## config.mk

```make
export PLATFORM = sky130hd
export DESIGN_NAME = sdram_cmd_seq
export DESIGN_NICKNAME = d
export VERILOG_FILES = /design/src/rtl/sdram_pkg.sv /design/src/rtl/sdram_refresh_timer.sv /design/src/rtl/sdram_cmd_seq.sv
export SDC_FILE = /design/constraint.sdc
export NUM_CORES = 1
export LEC_CHECK = 0
export ABC_AREA = 1
export ABC_CLOCK_PERIOD_IN_PS = 2500
export BUFFER_PORTS_ARGS = -buffer_cell sky130_fd_sc_hd__buf_2
export CAP_MARGIN = 10
export CORE_MARGIN = 2
export CORE_UTILIZATION = 55
export CTS_BUF_LIST = sky130_fd_sc_hd__clkbuf_4 sky130_fd_sc_hd__clkbuf_8
export CTS_CLUSTER_SIZE = 16
export DETAILED_ROUTE_END_ITERATION = 10
export GPL_TIMING_DRIVEN = 0
export HOLD_SLACK_MARGIN = 0.1
export PLACE_DENSITY = 0.75
export SLEW_MARGIN = 20
export SYNTH_ARGS = -nofsm -noshare
export SYNTH_HDL_FRONTEND = slang
export SYNTH_SLANG_ARGS = --single-unit
```

## constraint.sdc

```tcl
create_clock -name CLK -period 2.5 [get_ports CLK]
set_input_delay 0 -clock CLK [delete_from_list [all_inputs] [get_ports CLK]]
set_output_delay 0 -clock CLK [all_outputs]
set_load 0.01 [all_outputs]
```

## src/rtl/sdram_pkg.sv

```systemverilog
// Shared definitions for the SDRAM command sequencer and the bank/row
// terminator that consumes its CMD tracking bus.
//   - CMD tracking codes (must match the terminator bit for bit)
//   - SDRAM command pin encodings {nCS, nRAS, nCAS, nWE}
//   - CPU address slice positions for row, column and bank
//   - sequencer state type and the mode-register helper
package sdram_pkg;

    // CMD tracking codes. 101 and 111 are never driven.
    localparam logic [2:0] CMD_RESET = 3'b000;
    localparam logic [2:0] CMD_ACT   = 3'b001;
    localparam logic [2:0] CMD_PRE   = 3'b010;
    localparam logic [2:0] CMD_PALL  = 3'b011;
    localparam logic [2:0] CMD_NOP   = 3'b100;
    localparam logic [2:0] CMD_CLR   = 3'b110;

    // SDRAM pin encodings {nCS, nRAS, nCAS, nWE}
    localparam logic [3:0] SD_NOP   = 4'b0111;
    localparam logic [3:0] SD_ACT   = 4'b0011;
    localparam logic [3:0] SD_READ  = 4'b0101;
    localparam logic [3:0] SD_WRITE = 4'b0100;
    localparam logic [3:0] SD_PRE   = 4'b0010;
    localparam logic [3:0] SD_REF   = 4'b0001;
    localparam logic [3:0] SD_MRS   = 4'b0000;

    // A10 high selects all banks on PRECHARGE
    localparam logic [12:0] RA_ALL_BANKS = 13'h0400;

    // CPU address slices (byte-address bit numbers)
    localparam int ROW_MSB  = 25;
    localparam int ROW_LSB  = 13;
    localparam int COL_MSB  = 12;
    localparam int COL_LSB  = 4;
    localparam int BANK_MSB = 3;
    localparam int BANK_LSB = 2;

    typedef enum logic [3:0] {
        S_INIT_WAIT,
        S_INIT_PALL,
        S_INIT_REF,
        S_INIT_MRS,
        S_IDLE,
        S_PRE_WAIT,
        S_ACT_WAIT,
        S_RD_WAIT,
        S_DONE,
        S_RF_PALL,
        S_RF_WAIT
    } state_e;

    // Burst length 1, sequential, CAS latency in [6:4]. With a burst of one
    // the write-burst-mode bit has no effect, so it is left at 0.
    function automatic logic [12:0] mode_reg(input int cl);
        return 13'((cl & 7) << 4);
    endfunction

endpackage

```

## src/rtl/sdram_refresh_timer.sv

```systemverilog
// Refresh interval timer.
//   clk_i  : clock
//   rst_i  : synchronous active-high reset
//   en_i   : count enable; while low the counter is held at its reload value
//            and no refresh is pending (used during initialisation)
//   clr_i  : the sequencer has started servicing the pending refresh
//   req_o  : refresh wanted (pending flag, or expiry in this very cycle so a
//            same-cycle access request loses to it)
module sdram_refresh_timer #(
    parameter int REFI = 780
) (
    input  logic clk_i,
    input  logic rst_i,
    input  logic en_i,
    input  logic clr_i,
    output logic req_o
);
    localparam int CW = $clog2(REFI);

    logic [CW-1:0] cnt_q, cnt_d;
    logic          pend_q, pend_d;
    logic          expire;

    assign expire = en_i && (cnt_q == '0);
    assign req_o  = pend_q | expire;

    always_comb begin
        cnt_d  = cnt_q;
        pend_d = pend_q;
        if (!en_i) begin
            cnt_d  = CW'(REFI - 1);
            pend_d = 1'b0;
        end else if (expire) begin
            cnt_d  = CW'(REFI - 1);
            // A clear issued for an older request leaves this expiry pending;
            // a clear issued for this expiry itself consumes it.
            pend_d = pend_q | ~clr_i;
        end else begin
            cnt_d  = cnt_q - CW'(1);
            pend_d = pend_q & ~clr_i;
        end
    end

    always_ff @(posedge clk_i) begin
        if (rst_i) begin
            cnt_q  <= CW'(REFI - 1);
            pend_q <= 1'b0;
        end else begin
            cnt_q  <= cnt_d;
            pend_q <= pend_d;
        end
    end

endmodule

```

## src/rtl/sdram_cmd_seq.sv

```systemverilog
// SDRAM command sequencer for the main-RAM window (A[31]=0), open-row policy.
//   CLK, RESET            : clock, synchronous active-high reset
//   A[31:2], nWE, SEL     : CPU access (SEL held until termination)
//   STERMout              : slow-path termination pulse to the terminator
//   CMD[2:0]              : tracking code for the bank/row terminator
//   nRCS/nRRAS/nRCAS/nRWE : SDRAM command pins
//   RBA, RA               : SDRAM bank and address
//   dbg_state_o           : current sequencer state
// Handshake: SEL acts as "valid" and is held with a stable A/nWE until the
// access terminates (STERMout here, or the terminator for write hits). A new
// access is accepted only after SEL has been seen low following termination.
// All outputs are registered: a decision taken at an edge appears on the
// pins in the cycle that follows it.
module sdram_cmd_seq
    import sdram_pkg::*;
#(
    parameter int tRP       = 2,
    parameter int tRCD      = 2,
    parameter int CL        = 2,
    parameter int tRFC      = 7,
    parameter int REFI      = 780,
    parameter int INIT_WAIT = 5000
) (
    input  logic        CLK,
    input  logic        RESET,
    input  logic [31:2] A,
    input  logic        nWE,
    input  logic        SEL,
    output logic        STERMout,
    output logic [2:0]  CMD,
    output logic        nRCS,
    output logic        nRRAS,
    output logic        nRCAS,
    output logic        nRWE,
    output logic [1:0]  RBA,
    output logic [12:0] RA,
    output state_e      dbg_state_o
);
    localparam int IW = $clog2(INIT_WAIT + 1);

    state_e            state_q, state_d;
    logic [3:0]        tmr_q, tmr_d;
    logic [IW-1:0]     init_q, init_d;
    logic [2:0]        refn_q, refn_d;
    logic [2:0]        cmd_q, cmd_d;
    logic [3:0]        pins_q, pins_d;
    logic [12:0]       ra_q, ra_d;
    logic [1:0]        rba_q, rba_d;
    logic              sterm_q, sterm_d;
    logic [3:0]        open_q;
    logic [3:0][12:0]  row_q;

    logic              sel_ok, hit, ref_req, ref_clr, timer_en;
    logic              do_act, do_rw, rw_slow, unused_addr;
    logic [12:0]       row_a;
    logic [8:0]        col_a;
    logic [1:0]        bank_a;

    assign row_a       = A[ROW_MSB:ROW_LSB];
    assign col_a       = A[COL_MSB:COL_LSB];
    assign bank_a      = A[BANK_MSB:BANK_LSB];
    assign unused_addr = ^A[30:26];
    assign sel_ok      = SEL && !A[31];
    assign hit         = open_q[bank_a] && (row_q[bank_a] == row_a);
    assign timer_en    = !(state_q inside {S_INIT_WAIT, S_INIT_PALL, S_INIT_REF, S_INIT_MRS});

    sdram_refresh_timer #(.REFI(REFI)) u_refresh (
        .clk_i (CLK),
        .rst_i (RESET),
        .en_i  (timer_en),
        .clr_i (ref_clr),
        .req_o (ref_req)
    );

    always_comb begin
        state_d = state_q;
        tmr_d   = (tmr_q != 4'd0) ? tmr_q - 4'd1 : 4'd0;
        init_d  = init_q;
        refn_d  = refn_q;
        cmd_d   = CMD_NOP;
        pins_d  = SD_NOP;
        ra_d    = '0;
        rba_d   = '0;
        sterm_d = 1'b0;
        ref_clr = 1'b0;
        do_act  = 1'b0;
        do_rw   = 1'b0;
        rw_slow = 1'b0;

        case (state_q)
            S_INIT_WAIT: begin
                cmd_d = CMD_RESET;
                if (init_q == IW'(INIT_WAIT - 1)) begin
                    cmd_d   = CMD_PALL;
                    pins_d  = SD_PRE;
                    ra_d    = RA_ALL_BANKS;
                    tmr_d   = 4'(tRP - 1);
                    state_d = S_INIT_PALL;
                end else begin
                    init_d = init_q + IW'(1);
                end
            end
            S_INIT_PALL: if (tmr_q == 4'd0) begin
                pins_d  = SD_REF;
                tmr_d   = 4'(tRFC - 1);
                refn_d  = 3'd0;
                state_d = S_INIT_REF;
            end
            S_INIT_REF: if (tmr_q == 4'd0) begin
                if (refn_q == 3'd7) begin
                    pins_d  = SD_MRS;
                    ra_d    = mode_reg(CL);
                    tmr_d   = 4'd1;   // tMRD of two cycles
                    state_d = S_INIT_MRS;
                end else begin
                    pins_d = SD_REF;
                    tmr_d  = 4'(tRFC - 1);
                    refn_d = refn_q + 3'd1;
                end
            end
            S_INIT_MRS: if (tmr_q == 4'd0) state_d = S_IDLE;
            S_IDLE: begin
                if (ref_req) begin
                    cmd_d   = CMD_PALL;
                    pins_d  = SD_PRE;
                    ra_d    = RA_ALL_BANKS;
                    tmr_d   = 4'(tRP - 1);
                    ref_clr = 1'b1;
                    state_d = S_RF_PALL;
                end else if (sel_ok) begin
                    if (hit) begin
                        do_rw = 1'b1;
                    end else if (open_q[bank_a]) begin
                        cmd_d   = CMD_PRE;
                        pins_d  = SD_PRE;
                        rba_d   = bank_a;
                        tmr_d   = 4'(tRP - 1);
                        state_d = S_PRE_WAIT;
                    end else begin
                        do_act = 1'b1;
                    end
                end
            end
            // Aborted accesses finish their wait, then drop back to IDLE.
            S_PRE_WAIT: if (tmr_q == 4'd0) begin
                if (sel_ok) do_act = 1'b1;
                else        state_d = S_IDLE;
            end
            S_ACT_WAIT: if (tmr_q == 4'd0) begin
                if (sel_ok) begin
                    do_rw   = 1'b1;
                    rw_slow = 1'b1;
                end else begin
                    state_d = S_IDLE;
                end
            end
            S_RD_WAIT: if (tmr_q == 4'd0) begin
                sterm_d = sel_ok;
                state_d = sel_ok ? S_DONE : S_IDLE;
            end
            S_DONE: if (!SEL) state_d = S_IDLE;
            S_RF_PALL: if (tmr_q == 4'd0) begin
                pins_d  = SD_REF;
                tmr_d   = 4'(tRFC - 1);
                state_d = S_RF_WAIT;
            end
            S_RF_WAIT: if (tmr_q == 4'd0) begin
                cmd_d   = CMD_CLR;
                state_d = S_IDLE;
            end
            default: state_d = S_INIT_WAIT;
        endcase

        if (do_act) begin
            cmd_d   = CMD_ACT;
            pins_d  = SD_ACT;
            ra_d    = row_a;
            rba_d   = bank_a;
            tmr_d   = 4'(tRCD - 1);
            state_d = S_ACT_WAIT;
        end
        if (do_rw) begin
            ra_d  = {4'b0000, col_a};
            rba_d = bank_a;
            if (nWE) begin
                pins_d  = SD_READ;
                tmr_d   = 4'(CL - 1);
                state_d = S_RD_WAIT;
            end else begin
                // Write hits are terminated by the terminator; writes that
                // needed an activate are terminated here.
                pins_d  = SD_WRITE;
                cmd_d   = CMD_CLR;
                sterm_d = rw_slow;
                state_d = S_DONE;
            end
        end
    end

    always_ff @(posedge CLK) begin
        if (RESET) begin
            state_q <= S_INIT_WAIT;
            tmr_q   <= 4'd0;
            init_q  <= '0;
            refn_q  <= 3'd0;
            cmd_q   <= CMD_RESET;
            pins_q  <= SD_NOP;
            ra_q    <= '0;
            rba_q   <= '0;
            sterm_q <= 1'b0;
            open_q  <= '0;
            row_q   <= '0;
        end else begin
            state_q <= state_d;
            tmr_q   <= tmr_d;
            init_q  <= init_d;
            refn_q  <= refn_d;
            cmd_q   <= cmd_d;
            pins_q  <= pins_d;
            ra_q    <= ra_d;
            rba_q   <= rba_d;
            sterm_q <= sterm_d;
            // Shadow follows the CMD bus exactly as the terminator does.
            case (cmd_d)
                CMD_ACT: begin
                    open_q[rba_d] <= 1'b1;
                    row_q[rba_d]  <= ra_d;
                end
                CMD_PRE:             open_q[rba_d] <= 1'b0;
                CMD_PALL, CMD_RESET: open_q        <= '0;
                default: ;
            endcase
        end
    end

    assign CMD         = cmd_q;
    assign {nRCS, nRRAS, nRCAS, nRWE} = pins_q;
    assign RA          = ra_q;
    assign RBA         = rba_q;
    assign STERMout    = sterm_q;
    assign dbg_state_o = state_q;

endmodule

```

# [Word level (Yosys, flattened, before mapping)]
# Cells that the tools add are included.
[totals] reg_bits=114 input_bits=34 out_inout_bits=27 word_cells=187
[classes] addsub=4 magnitude_cmp=3 eq_ne=32 n_mux=101 bitwise_logic=8 reduce_logical=23
[ops] operator="2-to-1 mux 4 bit" count=31
[ops] operator="2-to-1 mux 3 bit" count=18
[ops] operator="bitwise mux 52 bit" count=1
[ops] operator="2-to-1 mux 13 bit" count=4
[ops] operator="one-hot mux 4 bit (9 select lines)" count=1
[ops] operator="one-hot mux 11 bit (3 select lines)" count=1
[ops] operator="binary-select mux 13 bit (select 2 bit)" count=1
[ops] operator="demux 13 bit (select 2 bit)" count=1
[ops] operator="2-to-1 mux 11 bit" count=2
[ops] operator="2-to-1 mux 1 bit" count=21
[ops] operator="2-to-1 mux 2 bit" count=9
[ops] operator="equality test 4 x 3 -> 1 bit, second input constant" count=4
[ops] operator="inequality test 4 x 3 -> 1 bit, second input constant" count=4
[ops] operator="one-hot mux 4 bit (4 select lines)" count=1
[ops] operator="inequality test 5 bit, second input constant" count=3
[ops] operator="adder 13 x 1 -> 13 bit, second input constant" count=1
[ops] operator="equality test 13 bit" count=1
[ops] operator="equality test 13 bit, second input constant" count=1
[ops] operator="AND reduction 13 bit" count=1
[ops] operator="equality test 4 bit, second input constant" count=3
[ops] operator="2-to-1 mux 6 bit" count=2
[ops] operator="inequality test 4 bit, second input constant" count=3
[ops] operator="one-hot mux 3 bit (4 select lines)" count=1
[ops] operator="one-hot mux 4 bit (3 select lines)" count=1
[ops] operator="other kinds (37)" count=55

# [Logic depth before layout (Yosys ltp)]
# Gate-level depths: netlist of the first run.
[logic_depth] word_depth=17 depth_mapped=20

# [Cells and area by module]
# Synthesis of the first run repeated with hierarchy kept, for this count alone.
[unflattened] cells_unflattened=999 area_unflattened_um2=6190.9
[modules_own_cells] mod="sdram_cmd_seq" n_inst=1 cells_per_inst=928 area_per_inst_um2=5656.7 seq_area_each_um2=2042.0
[modules_own_cells] mod="sdram_refresh_timer" n_inst=1 cells_per_inst=71 area_per_inst_um2=534.3 seq_area_each_um2=220.2

# [Worst setup path after synthesis of the first run]
# No wires, ideal clock.
[synth_path] kind="flip-flop to flip-flop" start="register state_q[3], in the netlist dbg_state_o[3]" end="register row_q[10] in the netlist's numbering" setup_ns=0.132 t_arrival_ns=2.033 slack_ns=0.335 path_stages_with_launch=16 path_cell_list="dfxtp_1 nor2_1 inv_2 nand3_1 nor2_1 nor2_2 nand2_2 nor2_1 nand3_2 nand3_4 nand2_1 nand2_2 nand3_1 buf_2 nand2_1 a21oi_1"
[synth_between] elab_chain_len=14
[synth_rtl] element="start: declaration" line_no="sdram_cmd_seq.sv:41" text="state_e state_q, state_d;"
[synth_rtl] element="start signal: assignment" line_no="sdram_cmd_seq.sv:214" text="state_q <= state_d;"
[synth_rtl] element="equality test 4 x 1 -> 1 bit (tied with other cells)" line_no="sdram_cmd_seq.sv:65" text="assign timer_en = !(state_q inside {S_INIT_WAIT, S_INIT_PALL, S_INIT_REF, S_INIT_MRS});"
[synth_rtl] element="nonzero test 4 bit" line_no="sdram_cmd_seq.sv:65"
[synth_rtl] element="zero test 1 bit" line_no="sdram_cmd_seq.sv:65"
[synth_rtl] element="logical AND 1 bit" line_no="sdram_refresh_timer.sv:24" text="assign expire = en_i && (cnt_q == '0);"
[synth_rtl] element="bitwise OR 1 bit" line_no="sdram_refresh_timer.sv:25" text="assign req_o = pend_q | expire;"
[synth_rtl] element="2-to-1 mux 1 bit / 2-to-1 mux 2 bit (equally long branches)" line_no="sdram_cmd_seq.sv:123" text="if (ref_req) begin"
[synth_rtl] element="one-hot mux 1 bit (2 select lines) / 2-to-1 mux 2 bit (equally long branches)" line_no="sdram_cmd_seq.sv:90" text="case (state_q)"
[synth_rtl] element="2-to-1 mux 2 bit" line_no="sdram_cmd_seq.sv:174" text="if (do_act) begin"
[synth_rtl] element="2-to-1 mux 2 bit" line_no="sdram_cmd_seq.sv:182" text="if (do_rw) begin"
[synth_rtl] element="less-than comparator 2 x 3 -> 1 bit (implied by the code) / greater-or-equal comparator 2 x 1 -> 1 bit (equally long branches)" line_no="sdram_cmd_seq.sv:227" text="row_q[rba_d] <= ra_d;"
[synth_rtl] element="logical AND 1 bit (implied by the code)" line_no="sdram_cmd_seq.sv:227"
[synth_rtl] element="2-to-1 mux 13 bit (implied by the code)" line_no="sdram_cmd_seq.sv:227"
[synth_rtl] element="demux 13 bit (select 2 bit)" line_no="sdram_cmd_seq.sv:227"
[synth_rtl] element="bitwise mux 52 bit" line_no="sdram_cmd_seq.sv:227"
[synth_rtl] element="end signal: indexed assignment" line_no="sdram_cmd_seq.sv:227"
[synth_rtl] element="end: declaration" line_no="sdram_cmd_seq.sv:51" text="logic [3:0][12:0] row_q;"
# Several ways; a longest one is shown, not always the timed one.
# A chain may end at the register's enable or synchronous reset.

# [Final worst setup path of the first run]
[layout_path] start="register state_q[3], in the netlist dbg_state_o[3]" end="register row_q[33] in the netlist's numbering"
# The elaborated chain is that of the path after synthesis.

==> qor_table.md, run 1 <==
| Result | Reported |
|---|---|
| Outcome | completed |
| Clock sink count | 113 |
| Transition time at the pin with the least slew margin | 0.6885 ns |
| Final net count | 1096 |
| Clock-pin slew on the worst setup and hold paths | 0.07 ns |
| Num CTS Buffers | 17 |
| Boundary pin count | 61 |
| Power consumption | 4.981 mW |
| Final antenna diode count | 0 |
| Layout cells sized above 1 | 0.1543 |
| Initial core utilization | 0.5599 |
| Crit end category | flop |
| Critical Path AT | 2.75 ns |
| Antenna violations before repair | 0 |
| Number of warnings printed during yosys synthesis | 0 |
| Number of H-tree branching levels | 4 |
| Highest net fanout along the worst path | 10 |
| Cell area reported after detailed placement | 6479 µm² |
| Max-slew violation total from the final report | 0 |
| Unrepaired setup endpoints after global routing | true |
| Routed vias/inst | 5.234 |
| Worst-path cell chain | nor2_1, inv_2, nand3_1, nor2_4, nor2_4, nand4_1, nand2_4, inv_4, nand3_4, o21bai_4, buf_4, nand3_2, nor2_1, nor2_2 |
| Final cycle utilization of the critical path | 0.9575 |
| Max-slew headroom | 0.5410 |
| Starting DRC count in detailed routing | 551 |
| CP Buf/Inv Count | 3 |
| Maximum clock skew at final layout | 0.01091 ns |
| Chip height | 108.8 µm |
| Layout Area Growth over Synthesis | 21.68% |
| Clock root buffer | clkbuf_8 |
| Dominant cells by area after synthesis | dfxtp_1 37%, nand2_1 18%, nor2_1 9.6% |
| Count of TritonRoute iterations in the first routing pass | 5 |
| Cell type of the slowest stage on the worst timing path | dfxtp_2 |
| Time the final worst path needs with I/O delays and setup | 2.394 ns |
| Highest clock rate | 0.4178 GHz |
| Peak supply drop | 608.2 µV |
| Total negative slack for setup checks | 0 ns |
| Worst-case setup margin in the final layout | 0.1063 ns |
| DRC | 0 |
| Routed wire length | 17.25 mm |
| Count of port buffers added during placement | 52 |
| Cell count after synthesis | 948 |
| Post-synthesis average cell area | 6.375 µm² |
| Number of placement rows | 38 |
| Synthesis-stage register bit count | 113 |
| Post-route cell area | 7353 µm² |
| Biggest cell delay along the critical path | 0.37 ns |
| Die W | 108.8 µm |
| Remaining global-route overflow | 0 |
| Total number of vias | 6296 |
| Total power divided by cell area | 677.4 nW/µm² |
| Routability Congestion | 0.9361 |
| Leading cell type in the layout, fill and taps excluded | nand2_1 |
| Netlist cell types | 38 |
| Largest net degree at the start of global routing | 17 |
| Kind of path behind the tightest hold check | input port to flop |
| Post-synthesis cell area | 6043 µm² |
| Average wire per cell in the routed design | 14.34 µm |
| Commonest non-fill, non-tap cells in the layout | 290 x nand2_1, 148 x nor2_1, 111 x dfxtp_1 |
| Wire length of the first global-routing pass | 26.94 mm |
| TritonCTS clock tree | done |
| Library cell occupying the most area in the post-synthesis netlist | dfxtp_1 |
| Source-to-sink clock delay at the later pin of the worst-skew pair | 0.46 ns |
| Placed wire-length estimate after detailed placement | 12.03 mm |
| Filler Cell Count | 988 |
| Vias in the first global route | 5524 |
| Global-route usage over all layers | 0.2997 |
| Count of endpoints failing setup in the final report | 0 |
| Worst setup timing slack at the placement stage | -0.1660 ns |
| Delay-heaviest family, CP | simple AND/OR/NAND/NOR gates |
| Final antenna-violating net count | 0 |
| Max Root-Sink Buffers | 2 |
| Number of nets in the synthesized netlist | 989 |
| Leakage | 3.531 nW |
| Startpoint Class | flop |
| Worst setup path class | flop to flop |
| Count of final hold-check violations | 0 |
| Core Box Area | 10790 µm² |
| Area of the die | 11840 µm² |
| Top-area cell type share of the netlist area | 0.3743 |
| Register area share after synthesis | 0.3743 |
| Critical Path RT | 2.85 ns |
| # Max-Cap Violations | 0 |
==> metrics by stage <==
step,hold WS [ns],cells,utilization
4_1_cts,0.1328,1192,0.6626
5_1_grt,0.1217,1203,0.6813
6_report,0.1152,1203,0.6813
3_5_place_dp,0.2847,1140,0.6003
2_1_floorplan,0.1662,948,-
3_3_place_gp,0.2787,1140,0.6003
==> registers in the layout (all words and copies together) (netlist names) <==
register	count
CMD	3
RA	13
RBA	2
STERMout	1
dbg_state_o	4
init_q	13
open_q	4
pins_q	3
refn_q	3
row_q	52
tmr_q	4
u_refresh.cnt_q	10
u_refresh.pend_q	1
==> cells by family (layout without fill, tap and decap cells) <==
logic type,count (synthesis),after routing,synth area share
adder cells (fa/ha/maj),7,7,0.01449
other,1,1,0.0006205
flip-flops,113,113,0.3743
XOR/XNOR,3,3,0.004349
AO/OA/AOI/OAI,100,100,0.09027
buffers and inverters,146,261,0.1075
AND/OR/NAND/NOR,578,578,0.4085
==> metal layers <==
layer	share of wire	GRT usage	wire length (µm)
met2	0.43	0.4464	7375
met5	0	0	0
met3	0.084	0.07233	1449
met1	0.46	0.4166	8016
met4	0.024	0.1200	409
==> layout make-up <==
class,count,area [µm²],area share
Buffer,37,270.3,0.03675
Clock buffer,20,262.8,0.03573
Clock inverter,7,137.6,0.01872
Inverter,109,411.6,0.05598
Multi-Input combinational cell,689,3238,0.4404
Sequential cell,113,2265,0.3080
Tap cell,140,175.2,0.02382
Timing Repair Buffer,88,593.1,0.08065
==> worst paths after layout <==
check,startpoint,cells past startpoint,slack [ns],to
worst max register to register,dbg_state_o[3],14,0.11,row_q[33]
worst min-delay path,A[23],5,0.12,RA[10]
worst max-delay path,dbg_state_o[3],14,0.11,row_q[33]
worst min register to register,u_refresh.cnt_q[0],1,0.40,u_refresh.cnt_q[0]
==> cells in the mapped netlist, drive strengths merged <==
| cell | n |
|---|---|
| o211ai | 1 |
| conb | 1 |
| ha | 7 |
| xor2 | 2 |
| o21bai | 1 |
| nand2 | 301 |
| clkbuf | 12 |
| a21oi | 59 |
| nor2 | 160 |
| a31oi | 1 |
| xnor2 | 1 |
| o31ai | 1 |
| inv | 109 |
| buf | 25 |
| a32oi | 1 |
| nand3b | 4 |
| nor3b | 1 |
| nand4 | 23 |
| o221ai | 1 |
| a211oi | 5 |
| nor3 | 19 |
| or2 | 3 |
| nor4 | 3 |
| dfxtp | 113 |
| o21a | 2 |
| o21ai | 28 |
| nand3 | 64 |
==> tightest hold or removal path, cell delays in order <==
cell and delay, ns:
buf_2 0.11, inv_1 0.07, o21ai_1 0.21, inv_1 0.10
nor2_1 0.04
==> power by group <==
group | total, mW | switching [mW] | leakage, nW | internal (mW)
registers | 1.97 | 0.0664 | 0.914 | 1.91
clock network | 1.82 | 0.724 | 0.203 | 1.10
logic | 1.18 | 0.801 | 2.41 | 0.382
==> what timing repair did <==
action | CTS | global route
hold buffers | 25 | 0
resized for setup | 10 | 42
pin swaps | 0 | 7
endpoints found under the hold margin | 65 | 0
gates cloned | 0 | 0
buffers inserted | 0 | 11
endpoints found under the setup margin | 44 | 73
Power figures use the tool's default switching activity.
==> inputs of run 2 (changes only) <==
--- a/config.mk
+++ b/config.mk
@@ -9,7 +9,6 @@
 export ABC_CLOCK_PERIOD_IN_PS = 2500
 export BUFFER_PORTS_ARGS = -buffer_cell sky130_fd_sc_hd__buf_2
 export CAP_MARGIN = 10
-export CORE_MARGIN = 2
 export CORE_UTILIZATION = 55
 export CTS_BUF_LIST = sky130_fd_sc_hd__clkbuf_4 sky130_fd_sc_hd__clkbuf_8
 export CTS_CLUSTER_SIZE = 16
==> run 2 against run 1 <==
  * Fmax decreased by 0.61%
  * Critical path depth increased by 1
  * Combinational power about the same
  * Worst setup slack got worse by 0.015 ns
  * First-iteration DRC count decreased by 7.4%
  * Clock-buffer cell count increased by 2
  * Non-clock buffer count unchanged
  * Worst hold slack about the same
==> qor_table.md, run 2 (same netlist as run 1, synthesis figures left out) <==
| Result | Reported | Change |
|---|---|---|
| Antenna violations before repair | 0 | unchanged |
| # Max-Cap Violations | 0 | unchanged |
| Placed cells | 1136 | -0.35% |
| DRC | 0 | unchanged |
| Outcome | completed |  |
| Transition time at the pin with the least slew margin | 0.7641 ns | +0.07561 ns |
| Placed wire-length estimate after detailed placement | 11.93 mm | -0.77% |
| Cell type of the slowest stage on the worst timing path | dfxtp_1 |  |
| Remaining global-route overflow | 0 | unchanged |
| Core Box Area | 10510 µm² | -2.6% |
| Count of TritonRoute iterations in the first routing pass | 5 | unchanged |
| Total number of vias | 6313 | +0.27% |
| Area of the die | 11410 µm² | -3.6% |
| Peak supply drop | 649.9 µV | +6.9% |
| Final cycle utilization of the critical path | 0.9633 | +0.005827 |
| Critical Path RT | 2.83 ns | -0.02 ns |
| Cell mode on critical path | nor2_1 |  |
| Final net count | 1096 | unchanged |
| Boundary pin count | 61 | unchanged |
| Starting DRC count in detailed routing | 510 | -7.4% |
| Die W | 106.8 µm | -1.8% |
| Num CTS Buffers | 17 | unchanged |
| Number of flip-flops under the largest register name | 52 | unchanged |
| Final std cells w/o fill | 1204 | +0.083% |
| Unrepaired setup endpoints after global routing | true |  |
| Routed vias/inst | 5.243 | +0.19% |
| Launch point of the worst path | u_refresh.cnt_q[4] |  |
| Biggest cell delay along the critical path | 0.32 ns | -0.05 ns |
| Highest net fanout along the worst path | 10 | unchanged |
| Area of all sequential standard cells | 2265 µm² | unchanged |
| Layout Area Growth over Synthesis | 22.05% |  |
| Worst setup path class | flop to flop |  |
| Final antenna diode count | 0 | unchanged |
| FF-to-FF setup slack | 0.09 ns | about the same |
| Max-slew violation total from the final report | 0 | unchanged |
| Average wire per cell in the routed design | 14.34 µm | about the same |
| Post-route core utilization | 0.7019 | +0.02056 |
| Final antenna-violating net count | 0 | unchanged |
| Layout cells sized above 1 | 0.1601 | +0.005832 |
| Source-to-sink clock delay at the later pin of the worst-skew pair | 0.44 ns | -0.02 ns |
| Hold wc startpoint | A[23] |  |
| Delay-heaviest family, CP | simple AND/OR/NAND/NOR gates |  |
| TritonCTS clock tree | done |  |
| Maximum clock skew at final layout | 0.01293 ns | +0.002019 ns |
| Max Root-Sink Buffers | 2 | unchanged |
| CP Buf/Inv Count | 3 | unchanged |
| Wire length of the first global-routing pass | 27.39 mm | +1.7% |
| Highest clock rate | 0.4152 GHz | -0.61% |
| Startpoint of the most critical register-to-register path | u_refresh.cnt_q[4] |  |
| Commonest non-fill, non-tap cells in the layout | 292 x nand2_1, 148 x nor2_1, 111 x dfxtp_1 |  |
| Count of final hold-check violations | 0 | unchanged |
| Routed wire length | 17.26 mm | about the same |
| Kind of path behind the tightest hold check | input port to flop |  |
| Filler Cell Count | 912 | -7.7% |
| Chip height | 106.8 µm | -1.8% |
| Vias in the first global route | 5611 | +1.6% |
| Largest net degree at the start of global routing | 17 | unchanged |
| Clock sink count | 113 | unchanged |
| Register ranked first by flip-flop count | row_q |  |
| Worst-path cell chain | inv_1, nand2_1, nor2_1, nand2_1, nor2_4, nor2_4, nand4_1, nand2_4, inv_6, nand3_4, o21bai_4, buf_4, nand3_2, nor2_1, nor2_1 |  |
| Time the final worst path needs with I/O delays and setup | 2.408 ns | +0.01457 ns |
| Count of port buffers added during placement | 52 | unchanged |
| Number of H-tree branching levels | 4 | unchanged |
| Critical Path AT | 2.74 ns | about the same |
| Startpoint Class | flop |  |
| Leakage | 3.548 nW | +0.49% |
| Leading cell type in the layout, fill and taps excluded | nand2_1 |  |
| Total power divided by cell area | 673.7 nW/µm² | -0.54% |
| Area occupied by multi-input gates | 3256 µm² | +0.54% |
| Max-slew headroom | 0.4906 | -0.05041 |
| Crit end category | flop |  |
| Clock-pin slew on the worst setup and hold paths | 0.07 ns | about the same |
| Clock root buffer | clkbuf_8 |  |
| Initial core utilization | 0.5751 | +0.01513 |
| Number of placement rows | 37 | -2.6% |
| Routability Congestion | 0.9380 | +0.20% |
| Global-route usage over all layers | 0.3117 | +0.01198 |
| Count of endpoints failing setup in the final report | 0 | unchanged |
-- run 2: cell types whose count changed in the layout (fill, tap and decap cells not counted), moves of 2 or more --
cell      change
clkinv_2      +2
nand3_1       -3
nand2_1       +2
buf_6         -2
nand3_2       +2
-- run 2: worst paths after layout --
path,end,cells after the start
worst min register to register,u_refresh.cnt_q[0],1
worst max-delay path,row_q[33],15
worst min-delay path,RA[10],5
worst max register to register,row_q[33],15
-- run 2: timing repair --
| action | in CTS | in global routing |
|---|---|---|
| setup endpoints to repair | 55 | 71 |
| setup buffers | 0 | 11 |
| pin swaps | 0 | 9 |
| endpoints found under the hold margin | 57 | 0 |
| cloned | 0 | 0 |
| resized for setup | 12 | 39 |
| hold buffers | 25 | 0 |
-- run 2: per-layer routing --
metal,GRT usage,share of wire,vias up
met5,0,0,-
met4,0.08415,0.014,0
met1,0.4163,0.45,2808
met2,0.4816,0.44,270
li1,-,-,3206
met3,0.1015,0.096,29
-- run 2: final cells by class --
type	instances	share of cell area
Sequential cell	113	0.3070
Timing Repair Buffer	88	0.08041
Multi-Input combinational cell	689	0.4414
Tap cell	136	0.02307
Clock buffer	22	0.03851
Buffer	37	0.03528
Clock inverter	10	0.01815
Inverter	109	0.05615
-- run 2: where the power goes --
part	total (mW)	internal (mW)	switching [mW]
registers	1.97	1.91	0.0673
clock network	1.82	1.07	0.758
logic	1.17	0.380	0.793
total	4.97	3.35	1.62
-- run 2: worst reg2reg max path: stages (launching register included) --
cell	delay, ns
dfxtp_1	0.32
inv_1	0.09
nand2_1	0.05
nor2_1	0.12
nand2_1	0.10
nor2_4	0.17
nor2_4	0.08
nand4_1	0.12
nand2_4	0.14
inv_6	0.12
nand3_4	0.14
o21bai_4	0.27
buf_4	0.25
nand3_2	0.15
nor2_1	0.13
nor2_1	0.06
-- run 2: metrics by stage --
stage | setup TNS (ns) | cell area, µm² | setup slack [ns] | power, mW | hold slack [ns]
floorplan | 0 | 6043 | 0.3350 | 2.765 | 0.1662
global placement | -2.699 | 6474 | -0.2078 | 3.072 | 0.2785
detailed placement | -4.231 | 6474 | -0.2280 | 3.072 | 0.2821
CTS | 0 | 7187 | 0.01433 | 4.909 | 0.1430
global route | -0.2246 | 7376 | -0.02765 | 5.227 | 0.1703
finish | 0 | 7376 | 0.09173 | 4.969 | 0.1153
